===== src/rtl/multicycle_controller_if.sv =====
// Control bus between the multicycle controller (master) and the shared MIPS-subset datapath
// (slave): decoded instruction fields and zero flag in, mux selects and write enables out.
interface multicycle_controller_if;
  logic [5:0] op;
  logic [5:0] funct;
  logic       zero;
  logic       iord;
  logic       ir_write;
  logic       pc_en;
  logic [1:0] pc_src;
  logic       alu_src_a;
  logic [1:0] alu_src_b;
  logic [2:0] alu_ctrl_sig;
  logic       reg_dst;
  logic       mem_to_reg;
  logic       reg_write;
  logic       write_enab;
  logic       instr_done;
  logic [3:0] state_o;

  modport master (
    input  op, funct, zero,
    output iord, ir_write, pc_en, pc_src, alu_src_a, alu_src_b, alu_ctrl_sig,
           reg_dst, mem_to_reg, reg_write, write_enab, instr_done, state_o
  );

  modport slave (
    output op, funct, zero,
    input  iord, ir_write, pc_en, pc_src, alu_src_a, alu_src_b, alu_ctrl_sig,
           reg_dst, mem_to_reg, reg_write, write_enab, instr_done, state_o
  );
endinterface


===== src/rtl/multicycle_controller.sv =====
// Moore FSM sequencing the multicycle MIPS-subset datapath, with optional memory wait states.
// Define MULTICYCLE_CTRL_BNE_EN to add bne (op 000101) through the BRANCH state.
module multicycle_controller #(
  parameter int unsigned MEM_WAIT_CYCLES = 0
) (
  input logic                          clk,
  input logic                          reset,
  multicycle_controller_if.master      bus
);

  typedef enum logic [3:0] {
    StFetch    = 4'd0,
    StDecode   = 4'd1,
    StMemAdr   = 4'd2,
    StMemRead  = 4'd3,
    StMemWb    = 4'd4,
    StMemWrite = 4'd5,
    StExecute  = 4'd6,
    StAluWb    = 4'd7,
    StBranch   = 4'd8,
    StAddiEx   = 4'd9,
    StAddiWb   = 4'd10,
    StJump     = 4'd11
  } state_e;

  localparam logic [5:0] OpLw    = 6'b100011;
  localparam logic [5:0] OpSw    = 6'b101011;
  localparam logic [5:0] OpRtype = 6'b000000;
  localparam logic [5:0] OpBeq   = 6'b000100;
  localparam logic [5:0] OpAddi  = 6'b001000;
  localparam logic [5:0] OpJ     = 6'b000010;
`ifdef MULTICYCLE_CTRL_BNE_EN
  localparam logic [5:0] OpBne   = 6'b000101;
`endif
  localparam logic [3:0] WaitLast = 4'(MEM_WAIT_CYCLES);

  state_e     state_q, state_d;
  logic [3:0] cnt_q, cnt_d;
  logic       is_mem, wait_done, funct_ok;
  logic [2:0] r_alu;

  assign is_mem    = (state_q == StFetch) || (state_q == StMemRead) || (state_q == StMemWrite);
  assign wait_done = (cnt_q == WaitLast);
  // Counter only runs inside memory states and restarts on every state change.
  assign cnt_d     = (is_mem && !wait_done) ? cnt_q + 4'd1 : 4'd0;

  always_comb begin
    funct_ok = 1'b1;
    r_alu    = 3'b010;
    case (bus.funct)
      6'b100000: r_alu = 3'b010;
      6'b100010: r_alu = 3'b110;
      6'b100100: r_alu = 3'b000;
      6'b100101: r_alu = 3'b001;
      6'b101010: r_alu = 3'b111;
      default:   funct_ok = 1'b0;
    endcase
  end

  always_comb begin
    state_d = state_q;
    case (state_q)
      StFetch: if (wait_done) state_d = StDecode;
      StDecode: begin
        case (bus.op)
          OpLw, OpSw: state_d = StMemAdr;
          OpRtype:    state_d = StExecute;
          OpBeq:      state_d = StBranch;
`ifdef MULTICYCLE_CTRL_BNE_EN
          OpBne:      state_d = StBranch;
`endif
          OpAddi:     state_d = StAddiEx;
          OpJ:        state_d = StJump;
          default:    state_d = StFetch;
        endcase
      end
      StMemAdr:   state_d = (bus.op == OpLw) ? StMemRead : StMemWrite;
      StMemRead:  if (wait_done) state_d = StMemWb;
      StMemWrite: if (wait_done) state_d = StFetch;
      StExecute:  state_d = funct_ok ? StAluWb : StFetch;
      StAddiEx:   state_d = StAddiWb;
      default:    state_d = StFetch;
    endcase
  end

  always_ff @(posedge clk) begin
    if (reset) begin
      state_q <= StFetch;
      cnt_q   <= 4'd0;
    end else begin
      state_q <= state_d;
      cnt_q   <= cnt_d;
    end
  end

  always_comb begin
    bus.iord         = 1'b0;
    bus.ir_write     = 1'b0;
    bus.pc_en        = 1'b0;
    bus.pc_src       = 2'b00;
    bus.alu_src_a    = 1'b0;
    bus.alu_src_b    = 2'b00;
    bus.alu_ctrl_sig = 3'b000;
    bus.reg_dst      = 1'b0;
    bus.mem_to_reg   = 1'b0;
    bus.reg_write    = 1'b0;
    bus.write_enab   = 1'b0;
    bus.instr_done   = 1'b0;
    case (state_q)
      StFetch: begin
        bus.alu_src_b    = 2'b01;
        bus.alu_ctrl_sig = 3'b010;
        bus.ir_write     = wait_done;
        bus.pc_en        = wait_done;
      end
      StDecode: begin
        bus.alu_src_b    = 2'b11;
        bus.alu_ctrl_sig = 3'b010;
        bus.instr_done   = (state_d == StFetch);
      end
      StMemAdr, StAddiEx: begin
        bus.alu_src_a    = 1'b1;
        bus.alu_src_b    = 2'b10;
        bus.alu_ctrl_sig = 3'b010;
      end
      StMemRead: bus.iord = 1'b1;
      StMemWb: begin
        bus.mem_to_reg = 1'b1;
        bus.reg_write  = 1'b1;
        bus.instr_done = 1'b1;
      end
      StMemWrite: begin
        bus.iord       = 1'b1;
        bus.write_enab = wait_done;
        bus.instr_done = wait_done;
      end
      StExecute: begin
        bus.alu_src_a    = 1'b1;
        bus.alu_ctrl_sig = r_alu;
        bus.instr_done   = !funct_ok;
      end
      StAluWb: begin
        bus.reg_dst    = 1'b1;
        bus.reg_write  = 1'b1;
        bus.instr_done = 1'b1;
      end
      StBranch: begin
        bus.alu_src_a    = 1'b1;
        bus.alu_ctrl_sig = 3'b110;
        bus.pc_src       = 2'b01;
`ifdef MULTICYCLE_CTRL_BNE_EN
        bus.pc_en        = (bus.op == OpBne) ? !bus.zero : bus.zero;
`else
        bus.pc_en        = bus.zero;
`endif
        bus.instr_done   = 1'b1;
      end
      StAddiWb: begin
        bus.reg_write  = 1'b1;
        bus.instr_done = 1'b1;
      end
      StJump: begin
        bus.pc_src     = 2'b10;
        bus.pc_en      = 1'b1;
        bus.instr_done = 1'b1;
      end
      default: ;
    endcase
    // Reset suppresses every write so an aborted instruction leaves no side effects.
    if (reset) begin
      bus.ir_write   = 1'b0;
      bus.pc_en      = 1'b0;
      bus.reg_write  = 1'b0;
      bus.write_enab = 1'b0;
      bus.instr_done = 1'b0;
    end
  end

  assign bus.state_o = state_q;

endmodule


===== src/flat_wrapper.sv =====
// flat-port wrapper written by rule: the top's interface ports become plain ports
module multicycle_controller_flat 
#(
  parameter int unsigned MEM_WAIT_CYCLES = 0
)
  (clk, reset, bus_op, bus_funct, bus_zero, bus_iord, bus_ir_write, bus_pc_en, bus_pc_src, bus_alu_src_a, bus_alu_src_b, bus_alu_ctrl_sig, bus_reg_dst, bus_mem_to_reg, bus_reg_write, bus_write_enab, bus_instr_done, bus_state_o);
  multicycle_controller_if bus_i ();
  input logic clk;
  input logic reset;
  input wire logic [$bits(bus_i.op)-1:0] bus_op;
  input wire logic [$bits(bus_i.funct)-1:0] bus_funct;
  input wire logic [$bits(bus_i.zero)-1:0] bus_zero;
  output wire logic [$bits(bus_i.iord)-1:0] bus_iord;
  output wire logic [$bits(bus_i.ir_write)-1:0] bus_ir_write;
  output wire logic [$bits(bus_i.pc_en)-1:0] bus_pc_en;
  output wire logic [$bits(bus_i.pc_src)-1:0] bus_pc_src;
  output wire logic [$bits(bus_i.alu_src_a)-1:0] bus_alu_src_a;
  output wire logic [$bits(bus_i.alu_src_b)-1:0] bus_alu_src_b;
  output wire logic [$bits(bus_i.alu_ctrl_sig)-1:0] bus_alu_ctrl_sig;
  output wire logic [$bits(bus_i.reg_dst)-1:0] bus_reg_dst;
  output wire logic [$bits(bus_i.mem_to_reg)-1:0] bus_mem_to_reg;
  output wire logic [$bits(bus_i.reg_write)-1:0] bus_reg_write;
  output wire logic [$bits(bus_i.write_enab)-1:0] bus_write_enab;
  output wire logic [$bits(bus_i.instr_done)-1:0] bus_instr_done;
  output wire logic [$bits(bus_i.state_o)-1:0] bus_state_o;
  assign bus_i.op = bus_op;
  assign bus_i.funct = bus_funct;
  assign bus_i.zero = bus_zero;
  assign bus_iord = bus_i.iord;
  assign bus_ir_write = bus_i.ir_write;
  assign bus_pc_en = bus_i.pc_en;
  assign bus_pc_src = bus_i.pc_src;
  assign bus_alu_src_a = bus_i.alu_src_a;
  assign bus_alu_src_b = bus_i.alu_src_b;
  assign bus_alu_ctrl_sig = bus_i.alu_ctrl_sig;
  assign bus_reg_dst = bus_i.reg_dst;
  assign bus_mem_to_reg = bus_i.mem_to_reg;
  assign bus_reg_write = bus_i.reg_write;
  assign bus_write_enab = bus_i.write_enab;
  assign bus_instr_done = bus_i.instr_done;
  assign bus_state_o = bus_i.state_o;
  multicycle_controller #(.MEM_WAIT_CYCLES(MEM_WAIT_CYCLES)) u_core (.clk(clk), .reset(reset), .bus(bus_i));
endmodule

===== config.mk =====
export PLATFORM = sky130hd
export DESIGN_NAME = multicycle_controller_flat
export DESIGN_NICKNAME = d
export VERILOG_FILES = /design/src/rtl/multicycle_controller_if.sv /design/src/rtl/multicycle_controller.sv /design/src/flat_wrapper.sv
export SDC_FILE = /design/constraint.sdc
export NUM_CORES = 1
export LEC_CHECK = 0
export CAP_MARGIN = 20
export CORE_MARGIN = 2
export CORE_UTILIZATION = 45
export DETAILED_ROUTE_END_ITERATION = 10
export PLACE_DENSITY = 0.84
export SLEW_MARGIN = 10
export SYNTH_ARGS = -nofsm -noshare
export SYNTH_HDL_FRONTEND = slang
export SYNTH_SLANG_ARGS = --single-unit

===== constraint.sdc =====
create_clock -name clk -period 3.4 [get_ports clk]
set_input_delay 0.68 -clock clk [delete_from_list [all_inputs] [get_ports clk]]
set_output_delay 0.68 -clock clk [all_outputs]
set_load 0.01 [all_outputs]

**Word level (Yosys, flattened, before mapping)**

Index checks and enable logic that the tools add are counted.

- Input bits: 15
- Word-level logic and storage cells: 69
- Flip-flop bits (word level): 8
- Output and inout bits: 20

- Add/sub/neg operators: 1
- Mux-type cells: 26
- Eq/ne operators: 21
- Reductions and logical operators: 18
- Bitwise operators: 1

Operators by type and width:

| cell | number |
|---|---|
| == test 6 bit (second input constant) | 7 |
| one-hot mux 4 bit (7 select lines) | 1 |
| one-hot mux 4 bit (5 select lines) | 1 |
| == test 4 x 3 -> 1 bit (second input constant) | 4 |
| == test 4 bit (second input constant) | 4 |
| two-way mux 1 bit | 13 |
| zero test 4 bit | 3 |
| two-way mux 4 bit | 3 |
| one-hot mux 3 bit (4 select lines) | 1 |
| OR reduction 5 bit | 2 |
| one-hot mux 3 bit (3 select lines) | 1 |
| == test 4 x 2 -> 1 bit (second input constant) | 2 |
| OR reduction 2 bit | 4 |
| OR reduction 4 bit | 2 |
| == test 6 x 2 -> 1 bit (second input constant) | 1 |
| == test 6 x 3 -> 1 bit (second input constant) | 1 |
| == test 6 x 4 -> 1 bit (second input constant) | 1 |
| zero test 6 bit | 1 |
| two-way mux 3 bit | 2 |
| one-hot mux 2 bit (3 select lines) | 1 |
| adder 4 x 1 -> 4 bit (second input constant) | 1 |
| == test 4 x 1 -> 1 bit (second input constant) | 1 |
| one-hot mux 1 bit (4 select lines) | 1 |
| one-hot mux 2 bit (2 select lines) | 1 |
| other kinds (6) | 8 |

**Depth between registers and ports, before layout**

Gate-level depths: netlist of the first run.

- Depth in word-level cells: 8
- Mapped depth: 7
- Mapped depth without buffers: 6

**Worst setup path after synthesis of the first run**

OpenSTA, ideal clock, no wires.

- Path type: input -> output
- Start point: in bus_funct[2]
- End point: out bus_instr_done
- Arrival: 1.662 ns
- Path slack: 1.058 ns
- Data required time: 2.720 ns
- Cell stages on the path: 4
- Buffers on the path: 0
- Cells stage by stage: mux2_1 > or4_1 > a21oi_1 > o32ai_1

- Longest elaborated chain between the ends: 8
- Elaborated cells between the ends (all ways): 13

Ends and longest elaborated chain:

| item | line | RTL |
|---|---|---|
| start, declared | flat_wrapper.sv:11 | `input wire logic [$bits(bus_i.funct)-1:0] bus_funct;` |
| == test 6 bit | multicycle_controller.sv:50 | `case (bus.funct)` |
| OR reduction 5 bit (no line) * | n/a |  |
| two-way mux 1 bit * | multicycle_controller.sv:50 |  |
| two-way mux 3 bit | multicycle_controller.sv:80 | `StExecute: state_d = funct_ok ? StAluWb : StFetch;` |
| one-hot mux 4 bit (7 select lines) | multicycle_controller.sv:62 | `case (state_q)` |
| zero test 4 bit | multicycle_controller.sv:119 | `bus.instr_done = (state_d == StFetch);` |
| one-hot mux 1 bit (4 select lines) * | multicycle_controller.sv:109 | `case (state_q)` |
| two-way mux 1 bit * | multicycle_controller.sv:170 | `if (reset) begin` |
| end, declared | flat_wrapper.sv:24 | `output wire logic [$bits(bus_i.instr_done)-1:0] bus_instr_done;` |

Every way passes the cells marked *; elsewhere a longest branch is shown, timed or not.

**Worst setup path after layout of the first run**

- Start point: in bus_funct[1]
- End point: out bus_alu_ctrl_sig[1]

- Longest elaborated chain between the ends: 3
- Elaborated cells between the ends (all ways): 6

Ends and longest elaborated chain:

| item | line | RTL |
|---|---|---|
| == test 6 bit | multicycle_controller.sv:50 |  |
| one-hot mux 3 bit (4 select lines) * | multicycle_controller.sv:50 |  |
| one-hot mux 3 bit (3 select lines) * | multicycle_controller.sv:109 |  |
| end, declared | flat_wrapper.sv:19 | `output wire logic [$bits(bus_i.alu_ctrl_sig)-1:0] bus_alu_ctrl_sig;` |

Marks and branches as above.

==> results.sh, run 1 <==
export IMPL_status="completed"
export IMPL_cts_buffers_inserted=3
export IMPL_grt_pass1_vias=850
export IMPL_drc_errors=0
export IMPL_fin_setup_tns_ns=0
export IMPL_grt_pass1_wl_microns=3610
export IMPL_wl_per_cell_microns=13.1
export IMPL_grt_max_degree=18
export IMPL_dpl_hpwl_microns=1750
export IMPL_overflow=0
export IMPL_clk_latency_ns=0.25
export IMPL_cts_sinks=8
export IMPL_avgSynthCellArea_sq_um=7.06
export IMPL_drive_gt1_share_pct=6.76
export IMPL_track_usage_pct=22.7
export IMPL_vias=972
export IMPL_area_delta_synth_final_pct=46.3
export IMPL_required_ns=2.72
export IMPL_finClkSkew_ns=0.00712
export IMPL_final_area_sq_mm=0.00120
export IMPL_synth_ff_type="dfxtp_1"
export IMPL_yosysTopAreaCell="dfxtp_1"
export IMPL_relSlewSlack_pct=64.2
export IMPL_num_fill_cells=166
export IMPL_start_util_pct=47.5
export IMPL_synth_area_leaders="dfxtp_1, nor2_1, nor3_1, nor2b_1, a21oi_1"
export IMPL_yosysTopAreaCellShare_pct=19.5
export IMPL_mostFrequentLayoutCell="clkdlybuf4s50_1"
export IMPL_peakVddDrop_mv=0.248
export IMPL_layout_nets=167
export IMPL_cts_root_buf="clkbuf_4"
export IMPL_port_buffer_count=34
export IMPL_h_tree_depth=1
export IMPL_placementRows=15
export IMPL_antenna_found_initial=0
export IMPL_final_min_clock_period_ns=3.14
export IMPL_slew_violations=0
export IMPL_coreArea_sq_mm=0.00173
export IMPL_placed_area_sq_mm=0.00117
export IMPL_maxCapViolCount=0
export IMPL_drtPass1Iterations=4
export IMPL_path_clk_slew_ns=0.05
export IMPL_yosysWarnings=0
export IMPL_fmax_ghz=0.318
export IMPL_final_hold_viol_count=0
export IMPL_grt_setup_unrepaired="false"
export IMPL_ios=35
export IMPL_p_leak_nw=0.423
export IMPL_synthArstFlopShare_pct=0
export IMPL_antenna_cells=0
export IMPL_min_path_type="flip-flop to flip-flop"
export IMPL_die_h_microns=46.7
export IMPL_dp_cells=170
export IMPL_fin_hold_ws_ns=0.476
export IMPL_start_kind="primary input"
export IMPL_worstMarginPinSlew_ns=0.537
export IMPL_critPathKind="primary input to output port"
export IMPL_ys_types=43
export IMPL_die_x_microns=46.7
export IMPL_end_kind="output port"
export IMPL_gp_congestion=0.839
export IMPL_p_per_area_mw_per_mm2=202
export IMPL_r2r_cells=4
export IMPL_cts_tree="done"
export IMPL_hold_path_depth=1
export IMPL_regArea_sq_um=160
export IMPL_synthCells=116
export IMPL_syn_num_nets=133
export IMPL_period_share_pct=92.5
export IMPL_fin_cells=173
export IMPL_dieArea_sq_mm=0.00218
export IMPL_wirelength_microns=2270
export IMPL_setup_viol=0
export IMPL_postCtsHoldBufs=0
export IMPL_final_cell_mix="clkdlybuf4s50_1, nor2_1, nor3_1"
export IMPL_critPathArrivalTime_ns=2.46
export IMPL_synth_seq_cells=8
export IMPL_synth_edf_count=0
export IMPL_multi_input_area_sq_um=612
export IMPL_ant_nets=0
export IMPL_vias_per_cell=5.62
export IMPL_syn_cell_area_sq_um=820
export IMPL_ys_seq_area_share_pct=19.5
export IMPL_drt_iter0_markers=31
export IMPL_clockBufferDepth=2
export IMPL_crit_fanout=4
[state kept, by name (all words and copies together), names as in the netlist]
name,flops
u_core.bus.state_o,4
u_core.cnt_q,4
[through the flow]
| step | util, % | total power, mW | setup slack, ns |
|---|---|---|---|
| floorplan | - | 0.133 | 1.06 |
| global placement | 67.7 | 0.170 | 0.0643 |
| detailed placement | 67.7 | 0.172 | 0.0295 |
| CTS | 69.0 | 0.244 | 0.0277 |
| global route | 69.4 | 0.256 | 0.153 |
| finish | 69.4 | 0.242 | 0.256 |
[Yosys cell counts, types with 2 or more instances]
master	instances
a211oi_1	2
a21oi_1	5
a221oi_1	2
buf_4	3
clkbuf_1	4
dfxtp_1	8
ha_1	2
inv_1	4
nand2_1	5
nand2b_1	4
nand3_1	2
nand3b_1	2
nor2_1	17
nor2b_1	5
nor3_1	10
nor3b_1	3
nor4_1	3
o211ai_1	2
o21ai_0	4
o21ai_1	2
or4_1	3
xnor2_1	2
xor2_1	2
[logic make-up after synthesis]
| family | synth area share (%) |
|---|---|
| AND/OR/NAND/NOR | 44.3 |
| AO/OA/AOI/OAI | 19.8 |
| buffers and inverters | 6.41 |
| adder cells (fa/ha/maj) | 3.05 |
| XOR/XNOR | 4.28 |
| flip-flops | 19.5 |
| multiplexers | 2.60 |
[worst max-delay path, stage by stage]
cell             delay [ns]
clkdlybuf4s50_1        0.52
nor3b_2                0.29
nand4_1                0.13
a21oi_1                0.18
nand3b_1               0.12
clkdlybuf4s50_1        0.55
[where the power goes]
part | switching [mW] | leakage (nW) | total (mW) | internal, mW
Clock | 0.0311 | 0.0138 | 0.0714 | 0.0403
Combinational | 0.0302 | 0.344 | 0.0700 | 0.0399
Sequential | 0.00523 | 0.0648 | 0.100 | 0.0952
[worst paths after layout]
path / to / from / slack [ns]
min: u_core.cnt_q[0] / u_core.cnt_q[0] / 0.48
min reg2reg: u_core.cnt_q[0] / u_core.cnt_q[0] / 0.48
max reg2reg: u_core.bus.state_o[0] / u_core.bus.state_o[0] / 1.62
max: bus_alu_ctrl_sig[1] / bus_funct[1] / 0.26
[per-layer routing]
| metal | global-route usage, % | up-vias | routed length, microns |
|---|---|---|---|
| met5 | 0 | - | 0 |
| met4 | 5.56 | 0 | 0 |
| met3 | 4.71 | 0 | 117 |
| met2 | 38.6 | 40 | 1110 |
| met1 | 29.1 | 439 | 1040 |
| li1 | - | 493 | - |
[cell type report]
class	instances	area share (%)
multi-input cells	97	51.0
flip-flops and latches	8	13.4
repair buffers	36	29.9
inverters	4	1.25
clock buffers	3	1.88
well taps	25	2.61
[what timing repair did]
item	4_1_cts	5_1_grt
gates resized for setup	0	2
endpoints found under the setup margin	0	2
setup buffers	0	0
Power figures use the tool's default switching activity.
==> run 2: changes to the inputs <==
--- a/config.mk
+++ b/config.mk
@@ -5,11 +5,14 @@
 export SDC_FILE = /design/constraint.sdc
 export NUM_CORES = 1
 export LEC_CHECK = 0
-export CAP_MARGIN = 20
+export CELL_PAD_IN_SITES_DETAIL_PLACEMENT = 1
+export CELL_PAD_IN_SITES_GLOBAL_PLACEMENT = 1
+export CORE_ASPECT_RATIO = 0.5
 export CORE_MARGIN = 2
-export CORE_UTILIZATION = 45
+export CORE_UTILIZATION = 31
 export DETAILED_ROUTE_END_ITERATION = 10
-export PLACE_DENSITY = 0.84
+export GPL_ROUTABILITY_DRIVEN = 0
+export PLACE_DENSITY_LB_ADDON = 0.1
 export SLEW_MARGIN = 10
 export SYNTH_ARGS = -nofsm -noshare
 export SYNTH_HDL_FRONTEND = slang
==> results.sh, run 2 (same netlist as run 1, synthesis figures left out) <==
export IMPL_cts_tree="done"
export IMPL_h_tree_depth=1
export IMPL_drtPass1Iterations=4
export IMPL_p_clk_share_pct=39.5
export IMPL_final_cell_mix="clkdlybuf4s50_1, nor2_1, nor3_1"
export IMPL_finalWorstSetupSlack_ns=0.182
export IMPL_comb_power_share_pct=26.8
export IMPL_end_kind="output port"
export IMPL_wl_per_cell_microns=15.0
export IMPL_dp_cells=184
export IMPL_worstMarginPinSlew_ns=0.595
export IMPL_r2r_cells=5
export IMPL_cts_buffers_inserted=3
export IMPL_grt_pass1_vias=902
export IMPL_crit_buf_inv=2
export IMPL_period_share_pct=94.7
export IMPL_crit_fanout=4
export IMPL_vias=976
export IMPL_min_to="u_core.cnt_q[0]"
export IMPL_clk_latency_ns=0.23
export IMPL_critPathArrivalTime_ns=2.54
export IMPL_post_cts_buffers=0
export IMPL_pre_cts_ws_ns=0.00165
export IMPL_slowest_delay_ns=0.53
export IMPL_num_fill_cells=326
export IMPL_relSlewSlack_pct=60.3
export IMPL_maxCapViolCount=0
export IMPL_peakVddDrop_mv=0.128
export IMPL_fin_cells=187
export IMPL_final_min_clock_period_ns=3.22
export IMPL_ant_nets=0
export IMPL_drc_errors=0
export IMPL_critPathKind="primary input to output port"
export IMPL_crit_chain="clkdlybuf4s50_1, nor3b_1, nand4_1, a21oi_1, nand3b_1, clkdlybuf4s50_1"
export IMPL_antenna_cells=0
export IMPL_reg2reg_slack_ns=1.73
export IMPL_final_hold_viol_count=0
export IMPL_switching_share_pct=25.8
export IMPL_grt_max_degree=18
export IMPL_drt_iter0_markers=43
export IMPL_die_h_microns=40.4
export IMPL_dieArea_sq_mm=0.00310
export IMPL_seqPwrFrac_pct=33.7
export IMPL_track_usage_pct=18.3
export IMPL_p_per_area_mw_per_mm2=232
export IMPL_port_buffer_count=34
export IMPL_ios=35
export IMPL_grt_setup_unrepaired="false"
export IMPL_setup_viol=0
export IMPL_fin_setup_tns_ns=0
export IMPL_required_ns=2.72
export IMPL_fmax_ghz=0.311
export IMPL_drive_gt1_share_pct=7.33
export IMPL_slew_violations=0
export IMPL_area_delta_synth_final_pct=51.1
export IMPL_mostFrequentLayoutCell="clkdlybuf4s50_1"
export IMPL_min_path_type="flip-flop to flip-flop"
export IMPL_overflow=0
export IMPL_cts_sinks=8
export IMPL_cp_top_family="buffers and inverters"
export IMPL_path_clk_slew_ns=0.04
export IMPL_layout_nets=169
export IMPL_vias_per_cell=5.22
export IMPL_placementRows=13
export IMPL_status="completed"
export IMPL_internal_power_mw=0.213
export IMPL_die_x_microns=76.7
export IMPL_p_switching_mw=0.0739
export IMPL_cts_root_buf="clkbuf_8"
export IMPL_start_kind="primary input"
export IMPL_crit_top_cell="clkdlybuf4s50_1"
export IMPL_postCtsHoldBufs=0
export IMPL_reg2reg_to="u_core.bus.state_o[2]"
export IMPL_coreArea_sq_mm=0.00255
export IMPL_p_leak_nw=0.427
export IMPL_finClkSkew_ns=0.00375
export IMPL_cpMaxStageDelayCell="clkdlybuf4s50_1"
export IMPL_antenna_found_initial=0
export IMPL_start_util_pct=32.1
export IMPL_worstReg2RegStart="u_core.bus.state_o[0]"
export IMPL_grt_pass1_wl_microns=4300
export IMPL_dpl_hpwl_microns=2130
export IMPL_wirelength_microns=2810
export IMPL_clockBufferDepth=2
export IMPL_hold_path_depth=1
export IMPL_hold_path_startpoint="u_core.cnt_q[0]"
[run 2: cell count changes in the layout (fill, tap and decap cells not counted), sizes merged]
cell / previous run / this run
buf: 2 / 4
dlygate4sd2: 0 / 1
dlymetal6s2s: 1 / 0
[run 2: area by class of cell]
class / count / area (sq um) / area share (%)
sequential: 8 / 160 / 12.9
timing repair buffer: 38 / 369 / 29.8
inverter: 4 / 15.0 / 1.21
multi-input combinational: 97 / 607 / 49.0
clock buffer: 3 / 41.3 / 3.33
tap: 37 / 46.3 / 3.74
[run 2: worst max-delay path by stage]
stage,endpoint,from,cells past startpoint,slack (ns)
2_1_floorplan,bus_instr_done,bus_funct[2],4,1.06
3_3_place_gp,bus_instr_done,bus_funct[2],6,0.03
3_5_place_dp,bus_instr_done,bus_funct[2],6,0.002
4_1_cts,bus_alu_ctrl_sig[1],bus_funct[1],6,0.18
5_1_grt,bus_alu_ctrl_sig[1],bus_funct[1],6,0.11
6_report,bus_alu_ctrl_sig[1],bus_funct[1],6,0.18
[run 2: per-stage QoR]
| stage | power, mW | utilization [%] | cell area [sq um] | hold slack [ns] |
|---|---|---|---|---|
| floorplan | 0.133 | - | 820 | 0.430 |
| global placement | 0.175 | 46.9 | 1200 | 0.449 |
| detailed placement | 0.176 | 46.9 | 1200 | 0.460 |
| CTS | 0.290 | 48.5 | 1240 | 0.469 |
| global route | 0.303 | 48.5 | 1240 | 0.520 |
| finish | 0.287 | 48.5 | 1240 | 0.467 |
[run 2: power by group through the flow]
stage	clock (mW)	sequential, mW	combinational (mW)
floorplan	0	0.0994	0.0336
finish	0.113	0.0966	0.0770
global route	0.122	0.0967	0.0837
CTS	0.116	0.0967	0.0770
detailed placement	0	0.0982	0.0773
global placement	0	0.0982	0.0767
[run 2: what timing repair did]
action / CTS / global route
setup endpoints to repair: 1 / 0
gates resized for setup: 1 / 0
endpoints found under the hold margin: 0 / 0
[run 2: worst register-to-register path: stages (launching register included)]
cell	delay [ns]
dfxtp_1	0.31
buf_4	0.21
or2b_1	0.31
or4_1	0.50
o221a_2	0.16
o21ai_2	0.11
[run 2: per-layer routing]
layer / part of all wire [%] / wire (microns) / vias to the layer above / track usage [%]
met2: 46 / 1280 / 19 / 32.2
met5: 0 / 0 / - / 0
met3: 3.2 / 89 / 2 / 2.03
li1: - / - / 492 / -
met4: 0.29 / 8 / 0 / 6.82
met1: 51 / 1430 / 463 / 24.1
